--- src/rtl/noc_pkg.sv ---
// Shared definitions for the my_noc operand feeder: bus geometry helpers,
// feeder FSM encoding and the launch counter width.
package noc_pkg;

  localparam int CNT_W = 16;

  typedef enum logic {
    ST_IDLE = 1'b0,
    ST_GAP  = 1'b1
  } feed_state_t;

  function automatic int lane_width(input int bit_width);
    return 2 * bit_width;
  endfunction

  function automatic int num_lanes(input int log_n_mul);
    return 1 << log_n_mul;
  endfunction

  function automatic int bus_width(input int bit_width, input int log_n_mul);
    return lane_width(bit_width) * num_lanes(log_n_mul);
  endfunction

endpackage

--- src/rtl/noc_vec_fifo.sv ---
// W x DEPTH synchronous vector FIFO with flush; shared by the operand feeder
// and the result collector.
module noc_vec_fifo #(
  parameter int W     = 64,
  parameter int DEPTH = 4
) (
  input  logic                     i_clk,
  input  logic                     i_rst_n,
  input  logic                     i_clear,
  input  logic                     i_push,
  input  logic [W-1:0]             i_data,
  input  logic                     i_pop,
  output logic [W-1:0]             o_data,
  output logic                     o_full,
  output logic                     o_empty,
  output logic [$clog2(DEPTH):0]   o_count
);

  localparam int AW = $clog2(DEPTH);

  logic [W-1:0]  r_mem [DEPTH];
  logic [AW-1:0] r_wr_ptr;
  logic [AW-1:0] r_rd_ptr;
  logic [AW:0]   r_count;
  logic          w_do_push;
  logic          w_do_pop;

  // Full is judged on the registered count, so a same-cycle pop never frees room.
  assign w_do_push = i_push && !o_full && !i_clear;
  assign w_do_pop  = i_pop && !o_empty && !i_clear;

  always_ff @(posedge i_clk or negedge i_rst_n) begin
    if (!i_rst_n) begin
      r_wr_ptr <= '0;
      r_rd_ptr <= '0;
      r_count  <= '0;
    end else if (i_clear) begin
      r_wr_ptr <= '0;
      r_rd_ptr <= '0;
      r_count  <= '0;
    end else begin
      if (w_do_push) r_wr_ptr <= r_wr_ptr + 1'b1;
      if (w_do_pop)  r_rd_ptr <= r_rd_ptr + 1'b1;
      case ({w_do_push, w_do_pop})
        2'b10:   r_count <= r_count + 1'b1;
        2'b01:   r_count <= r_count - 1'b1;
        default: r_count <= r_count;
      endcase
    end
  end

  always_ff @(posedge i_clk) begin
    if (w_do_push) r_mem[r_wr_ptr] <= i_data;
  end

  assign o_data  = r_mem[r_rd_ptr];
  assign o_full  = (r_count == (AW+1)'(DEPTH));
  assign o_empty = (r_count == '0);
  assign o_count = r_count;

endmodule

--- src/rtl/noc_operand_feeder.sv ---
// Buffers operand vectors and launches them onto the my_noc `in` bus as
// single-cycle pulses, gated by stall and spaced by a programmable drain gap.
module noc_operand_feeder
  import noc_pkg::*;
#(
  parameter int  bit_width  = 2,
  parameter int  log_n_mul  = 4,
  parameter int  fifo_depth = 4,
  parameter int  gap        = 32,
  localparam int NL         = num_lanes(log_n_mul),
  localparam int W          = bus_width(bit_width, log_n_mul)
) (
  input  logic             i_clk,
  input  logic             i_rst_n,
  input  logic             i_clear,
  input  logic [W-1:0]     i_s_data,
  input  logic             i_s_valid,
  output logic             o_s_ready,
  input  logic [NL-1:0]    i_stall,
  output logic [W-1:0]     o_noc_in,
  output logic             o_launch,
  output logic             o_busy,
  output logic [CNT_W-1:0] o_launch_cnt
);

  localparam int GW = $clog2(gap);

  feed_state_t              r_state;
  feed_state_t              w_state_next;
  logic [GW-1:0]            r_gap_cnt;
  logic [GW-1:0]            w_gap_next;
  logic [W-1:0]             r_noc_in;
  logic [W-1:0]             w_noc_next;
  logic                     r_launch;
  logic                     w_launch_next;
  logic [CNT_W-1:0]         r_launch_cnt;
  logic [CNT_W-1:0]         w_cnt_next;
  logic [W-1:0]             w_head;
  logic                     w_full;
  logic                     w_empty;
  logic [$clog2(fifo_depth):0] w_count;
  logic                     w_stall_free;
  logic                     w_fire;

  assign w_stall_free = (i_stall == '0);
  assign w_fire       = (r_state == ST_IDLE) && !w_empty && w_stall_free && !i_clear;

  noc_vec_fifo #(
    .W     (W),
    .DEPTH (fifo_depth)
  ) u_fifo (
    .i_clk   (i_clk),
    .i_rst_n (i_rst_n),
    .i_clear (i_clear),
    .i_push  (i_s_valid),
    .i_data  (i_s_data),
    .i_pop   (w_fire),
    .o_data  (w_head),
    .o_full  (w_full),
    .o_empty (w_empty),
    .o_count (w_count)
  );

  always_ff @(posedge i_clk or negedge i_rst_n) begin
    if (!i_rst_n) begin
      r_state      <= ST_IDLE;
      r_gap_cnt    <= '0;
      r_noc_in     <= '0;
      r_launch     <= 1'b0;
      r_launch_cnt <= '0;
    end else begin
      r_state      <= w_state_next;
      r_gap_cnt    <= w_gap_next;
      r_noc_in     <= w_noc_next;
      r_launch     <= w_launch_next;
      r_launch_cnt <= w_cnt_next;
    end
  end

  // Leaving GAP on the 1->0 step lets IDLE launch exactly gap edges after the last launch.
  always_comb begin
    w_state_next = r_state;
    w_gap_next   = r_gap_cnt;
    if (i_clear) begin
      w_state_next = ST_IDLE;
      w_gap_next   = '0;
    end else begin
      case (r_state)
        ST_IDLE: begin
          if (w_fire) begin
            w_state_next = ST_GAP;
            w_gap_next   = GW'(gap - 1);
          end
        end
        ST_GAP: begin
          if (w_stall_free) begin
            w_gap_next = r_gap_cnt - 1'b1;
            if (r_gap_cnt == GW'(1)) w_state_next = ST_IDLE;
          end
        end
        default: w_state_next = ST_IDLE;
      endcase
    end
  end

  always_comb begin
    w_noc_next    = w_fire ? w_head : '0;
    w_launch_next = w_fire;
    w_cnt_next    = r_launch_cnt;
    if (i_clear)     w_cnt_next = '0;
    else if (w_fire) w_cnt_next = r_launch_cnt + 1'b1;
  end

  assign o_noc_in     = r_noc_in;
  assign o_launch     = r_launch;
  assign o_launch_cnt = r_launch_cnt;
  assign o_s_ready    = !w_full;
  assign o_busy       = (w_count != '0) || (r_state != ST_IDLE);

endmodule

--- config.mk ---
export PLATFORM = sky130hd
export DESIGN_NAME = noc_operand_feeder
export DESIGN_NICKNAME = d
export VERILOG_FILES = /design/src/rtl/noc_pkg.sv /design/src/rtl/noc_vec_fifo.sv /design/src/rtl/noc_operand_feeder.sv
export SDC_FILE = /design/constraint.sdc
export NUM_CORES = 1
export LEC_CHECK = 0
export BUFFER_PORTS_ARGS = -buffer_cell sky130_fd_sc_hd__buf_2
export CAP_MARGIN = 40
export CORE_UTILIZATION = 31
export CTS_BUF_LIST = sky130_fd_sc_hd__clkbuf_4 sky130_fd_sc_hd__clkbuf_8
export CTS_CLUSTER_SIZE = 25
export DETAILED_ROUTE_END_ITERATION = 7
export PLACE_DENSITY = 0.62
export SLEW_MARGIN = 20
export SYNTH_ARGS = -nofsm -noshare
export SYNTH_HDL_FRONTEND = slang
export SYNTH_SLANG_ARGS = --single-unit
--- constraint.sdc ---
create_clock -name i_clk -period 2.65 [get_ports i_clk]
set_input_delay 0.1325 -clock i_clk [delete_from_list [all_inputs] [get_ports i_clk]]
set_output_delay 0.1325 -clock i_clk [all_outputs]
set_load 0.01 [all_outputs]
Yosys cells after proc, flatten, opt, wreduce, memory -nomap -nowiden
Memories as Yosys holds them, arrays and structs flattened.
Cells that the tools add are included.
Widths: inputs -> output; s select.

storage, ports and cells
  RAM bits = 256
  memories kept = 1
  bits in registers = 94
  word-level logic and storage cells = 61
  input port bits = 84
  output and inout bits = 83

memories
  memory        depth  width  read ports  clocked after memory_dff  wr ports  line                RTL
  u_fifo.r_mem  4      64     1           0                         1         noc_vec_fifo.sv:21  logic [W-1:0] r_mem [DEPTH];

operators by class
  reduce and logical (&&, ||, !) cells = 19
  add/sub/neg operators = 6
  mux-type cells = 20
  eq/ne operators = 6
  bitwise logic cells = 1

operator list
  cell                   number
  $mux 64                1
  $mux 16                2
  $add 16x1->16 const B  1
  $logic_not 16->1       1
  $mux 5                 3
  $pmux 5 s2             1
  $mux 2                 4
  $logic_and 1x1->1      7
  $mux 1                 6
  $ne 3x2->1 const B     2
  $pmux 3 s2             1
  $reduce_bool 2->1      3
  $reduce_bool 3->1      2
  $eq 5x1->1 const B     1
  $sub 5x1->5 const B    1
  $add 2x1->2 const B    2
  $add 3x1->3 const B    1
  $eq 3x3->1 const B     1
  $logic_not 1->1        3
  $logic_not 3->1        1
  $mux 3                 1
  $sub 3x1->3 const B    1
  $eq 2x1->1 const B     1
  $eq 2x2->1 const B     1
  other kinds (4)        4

Depth between registers and ports, before layout
  word-level depth = 10
  depth in mapped cells = 9
  depth with buffers taken out = 8

By module
From an unflattened synthesis, not the netlist that was laid out.

second synthesis, totals
  cells, all modules = 676
  area, all modules = 13,161.4 um^2

modules (own cells, without submodules)
  module              seq. area each (um^2)  instances  area an instance (um^2)  cells each
  noc_vec_fifo        7,862.5                1          9,785.6                  398
  noc_operand_feeder  2,177.1                1          3,375.7                  278

Least setup slack after synthesis
No wires, ideal clock.

  path kind = register to register
  from = register u_fifo.r_count[2], in the netlist u_fifo.o_count[2]
  to = memory u_fifo.r_mem[0][0], enable pin
  cell stages (with the launch flop) = 5
  period minus slack after synthesis = 2,818 ps
  slack = -168 ps
  arrival = 2,389 ps
  setup time = 429 ps
  cell sequence = dfrtp_1 or3b_1 nand2_1 nor2_1 and2_1

on the way
  cells in the longest elaborated chain, start to end = 6

ends and longest elaborated chain
  what                            line                      RTL
  from (decl)                     noc_vec_fifo.sv:24        logic [AW:0] r_count;
  from (signal assigned)          noc_vec_fifo.sv:45        2'b10: r_count <= r_count + 1'b1;
  from (signal assigned)          noc_vec_fifo.sv:46        2'b01: r_count <= r_count - 1'b1;
  from (signal assigned)          noc_vec_fifo.sv:47        default: r_count <= r_count;
  $eq 3x3->1                      noc_vec_fifo.sv:57        assign o_full = (r_count == (AW+1)'(DEPTH));
  $logic_not 1->1                 -
  net o_s_ready                   noc_operand_feeder.sv:18  output logic o_s_ready,
  $logic_and 1x1->1 (2 in a row)  noc_vec_fifo.sv:29        assign w_do_push = i_push && !o_full && !i_clear;
  $mux 1                          noc_vec_fifo.sv:53        if (w_do_push) r_mem[r_wr_ptr] <= i_data;
  $mux 1 (implied by the code)    noc_vec_fifo.sv:53
  to (decl)                       noc_vec_fifo.sv:21

The timed path passes the listed nets, and every way through them passes these cells.

Final worst setup path
  from = register u_fifo.r_count[0], in the netlist u_fifo.o_count[0]
  to = register u_fifo.r_count[2], in the netlist u_fifo.o_count[2]

on the way
  cells in the longest elaborated chain, start to end = 10

ends and longest elaborated chain
  what                                      line                                          RTL
  $logic_not 3->1                           noc_vec_fifo.sv:58                            assign o_empty = (r_count == '0);
  $logic_not 1->1                           noc_vec_fifo.sv:30, noc_operand_feeder.sv:46
  $logic_and 1x1->1 (3 in a row)            noc_operand_feeder.sv:46                      assign w_fire = (r_state == ST_IDLE) && !w_empty && w_stall_free && !i_clear;
  $logic_and 1x1->1 (2 in a row)            noc_vec_fifo.sv:30                            assign w_do_pop = i_pop && !o_empty && !i_clear;
  $eq 2x1->1 or $eq 2x2->1 (tied branches)  noc_vec_fifo.sv:44                            case ({w_do_push, w_do_pop})
  $pmux 3 s2                                noc_vec_fifo.sv:44
  $mux 3                                    noc_vec_fifo.sv:37                            end else if (i_clear) begin

Several ways; a longest one is shown, not always the timed one.
A chain may end at the register's enable or synchronous reset.

==> flow_summary_export.csv <==
group,metric,value,unit
routing,drc_errors,0,
synthesis,synthesis.area,0.0133,mm²
synthesis,syn-num-nets,746,
timing,period_minus_slack,2.25,ns
routing,num_vias,6862,
grt,grt_pass1_wl,42700,µm
routing,wl,27400,µm
synthesis,synthArstFlopShare,26.9,%
routing,first_iter_violations,322,
flow_run,drv_cap,0,
synthesis,ys_types,42,
placement,port-buffer-count,166,
critical_path,cp_slowest_cell,"dfrtp_1",
timing,slew_headroom,57.8,%
timing,min_period_over_period,84.8,%
clock_tree,root_buffer,"clkbuf_8",
power_and_ir_drop,vdd_drop_max,0.000519,V
grt,grt_start_max_net_pins,67,
routing,drt-wirelength-per-cell,18.0,µm
critical_path,arrival,2.76,ns
floorplanning,fp.dieH,209,µm
cells_and_area,fillers,3810,
critical_path,crit_path_start_kind,"flip-flop",
critical_path,worstPathRequired,3.16,ns
placement,dp_hpwl,16200,µm
floorplanning,io_pins,167,
clock_tree,cts_inserted_buffers,58,
grt,grt-ovfl-total,0,
clock_tree,cts_tree,"done",
min_path,hold_class,"primary input to flip-flop",
synthesis,synth-seq-cells,350,
synthesis,seq_area_frac_synth,75.5,%
floorplanning,die_area,0.0437,mm²
critical_path,slowest_delay,0.43,ns
critical_path,crit_fanout,5,
critical_path,critical_path.top_delay_family,"simple AND/OR/NAND/NOR gates",
placement,dp.cells,1348,
routing,avgViaCountPerCell,4.49,
floorplanning,placeableCoreArea,0.0421,mm²
floorplanning,initial_core_util,31.5,%
timing,fin_skew,0.0448,ns
clock_tree,cts_buffer_depth,3,
cells_and_area,final_nets,1031,
floorplanning,fp.dieW,209,µm
critical_path,critPathCaptureType,"flip-flop",
synthesis,synth-edff-count,256,
cells_and_area,layout-drive-gt1-share,40.8,%
clock_tree,clock_sinks,350,
status,status,"complete, no violations",
power_and_ir_drop,p_leak,0.00641,µW
synthesis,syn_avg_cell_area,20.3,µm²
timing,maxSlewViolCount,0,
timing,tightest_slew,0.632,ns
placement,place_ws,0.435,ns
synthesis,synth_top_flop_cell,"edfxtp_1",
cells_and_area,stdcell_count,1527,
timing,final-hold-violation-count,0,
cells_and_area,antenna_cells,0,
timing,grt_setup_unrepaired,"no",
routing,drtPass1Iterations,4,
grt,grt_pass1_vias,7497,
clock_tree,cts-resized-gates,0,
critical_path,crit_chain,"nor3_1 -> or2_2 -> or3_4 -> nor2_1 -> fa_1 -> nor4_2 -> o21a_1 -> nor3_2",
critical_path,path_buf_inv,0,
timing,finalWorstSetupSlack,0.402,ns
grt,grtUsageTotal,12.9,%
synthesis,syn-instance-count,654,
timing,setup_violations,0,
power_and_ir_drop,powerDensity,697,mW/mm²
clock_tree,clk_pin_slew_worst_paths,0.06,ns
grt,antenna_found_initial,0,
clock_tree,clkLatencyLatePin,0.64,ns
routing,ant_nets,0,
critical_path,path_class,"flip-flop to flip-flop",
placement,gp_congestion,0.753,
timing,setup_tns,0,ns
timing,fmax,445,MHz
clock_tree,h-tree-depth,2,
cells_and_area,area_growth_syn_to_layout,27.5,%
floorplanning,row_count,75,
synthesis,ys_warn_count,0,
[Yosys cell counts, drive strengths merged (2+ instances only)]
cell    number  area share [%]
nand2b       2           0.094
o21a         2            0.11
xor2         6            0.40
nor2b       64             4.7
or2          2           0.094
nor4        10             1.1
a211oi       3            0.17
inv          7            0.20
clkbuf      14            0.40
nor2        29            0.82
ha           7            0.66
dfrtp       94              18
o21ai        6            0.23
or3b         2            0.13
nand4        6            0.33
xnor2       10            0.66
edfxtp     256              58
a21o         2            0.11
nand2       10            0.28
nand3        8            0.30
and4         4            0.26
and3         2           0.094
mux4        64              11
a21oi        5            0.19
a311oi       2            0.13
and2         8            0.38
nor3         8            0.38
buf         16            0.99
[worst paths after layout]
kind                                        start           endpoint  slack, ns  cells past startpoint
worst max-delay path            u_fifo.o_count[0]  u_fifo.o_count[2]       0.40                      8
worst min-delay path                   i_stall[7]   o_launch_cnt[10]       0.18                      7
worst max register to register  u_fifo.o_count[0]  u_fifo.o_count[2]       0.40                      8
worst min register to register   o_launch_cnt[15]   o_launch_cnt[15]       0.55                      3
max in group asynchronous                 i_rst_n       o_noc_in[46]       1.78                      4
min in group asynchronous                 i_rst_n       r_gap_cnt[4]       0.57                      4
[timing repair]
| action | 4_1_cts | 5_1_grt |
|---|---|---|
| hold buffers | 70 | 0 |
| buffers inserted | 0 | 0 |
| endpoints found under the setup margin | 0 | 0 |
| hold endpoints to repair | 376 | 0 |
[power by group]
group,internal (µW),switching (µW),leakage [µW]
logic,227,242,0.00208
registers,6020,25.5,0.00363
clock network,3140,2160,0.000703
[state kept, by name, summed over array words and instances, names as in the netlist]
name / flops
r_state: 1
u_fifo.r_rd_ptr: 2
o_launch: 1
u_fifo.o_count: 3
o_launch_cnt: 16
u_fifo.r_wr_ptr: 2
u_fifo.r_mem: 256
o_noc_in: 64
r_gap_cnt: 5
[worst register-to-register path, delay by kind of cell, from the launching register on]
kind            cells  cell delay [ns]
simple gates        6             1.11
flops               1             0.43
fa+ha+maj           1             0.42
compound gates      1             0.17
[per-layer routing]
layer	vias to the layer above	track usage (%)	wire [µm]
met5	-	0	0
met4	0	5.35	696
met3	52	3.16	1500
met2	185	21.4	13500
met1	3521	16.2	11700
li1	3104	-	-
[area by class of cell]
class	count	area (µm²)	share of cell area, %
inverter	7	26.3	0.155
clock inverter	27	289	1.71
multi-input combinational	267	3050	18.0
sequential	350	10000	59.3
clock buffer	82	1050	6.18
timing repair buffer	255	1810	10.7
tap	539	674	3.98
[cells in the final DEF (no fill, tap or decap), types with 2 or more instances in the layout]
master         count
xor2_1             6
and2_1             3
nor3_1             6
clkbuf_8          69
nand4_1            5
nand2b_1           2
and3_1             2
ha_1               7
buf_12            11
xnor2_1           10
nor2b_4           30
dfrtp_4            2
clkinv_2          11
and2_4             4
nor2b_1           34
clkbuf_4          13
edfxtp_1         256
inv_1              7
a311oi_1           2
nor3_2             2
buf_2            165
o21a_1             2
nand3_1            8
buf_4             10
a211oi_1           3
and4_1             4
a21oi_1            5
dfrtp_1           92
nor4_4             2
or3b_1             2
clkinv_1           8
nor2_1            29
or2_2              2
a21o_1             2
o21ai_0            6
bufinv_16          6
nor4_2             8
nand2_1           10
mux4_2            64
dlygate4sd3_1     69
[per-stage QoR]
step / hold WS (ns) / total power [µW] / utilization, % / cell area (µm²)
final: 0.179 / 11800 / 40.2 / 16900
after global routing: 0.185 / 12300 / 40.2 / 16900
after CTS: 0.114 / 12000 / 40.2 / 16900
after detailed placement: 0.107 / 6540 / 35.4 / 14900
after global placement: 0.308 / 6530 / 35.3 / 14900
after floorplan: -0.163 / 6310 / - / 13300
[cells by family (layout without fill, tap and decap cells)]
logic type	Yosys count	in the layout	share of synthesized area (%)
compound gates	21	21	1.02
xor+xnor	16	16	1.05
fa+ha+maj	8	8	0.810
buf+inv	37	371	1.58
flops	350	350	75.5
mux	64	64	10.8
simple gates	158	158	9.15
Power figures use the tool's default switching activity.
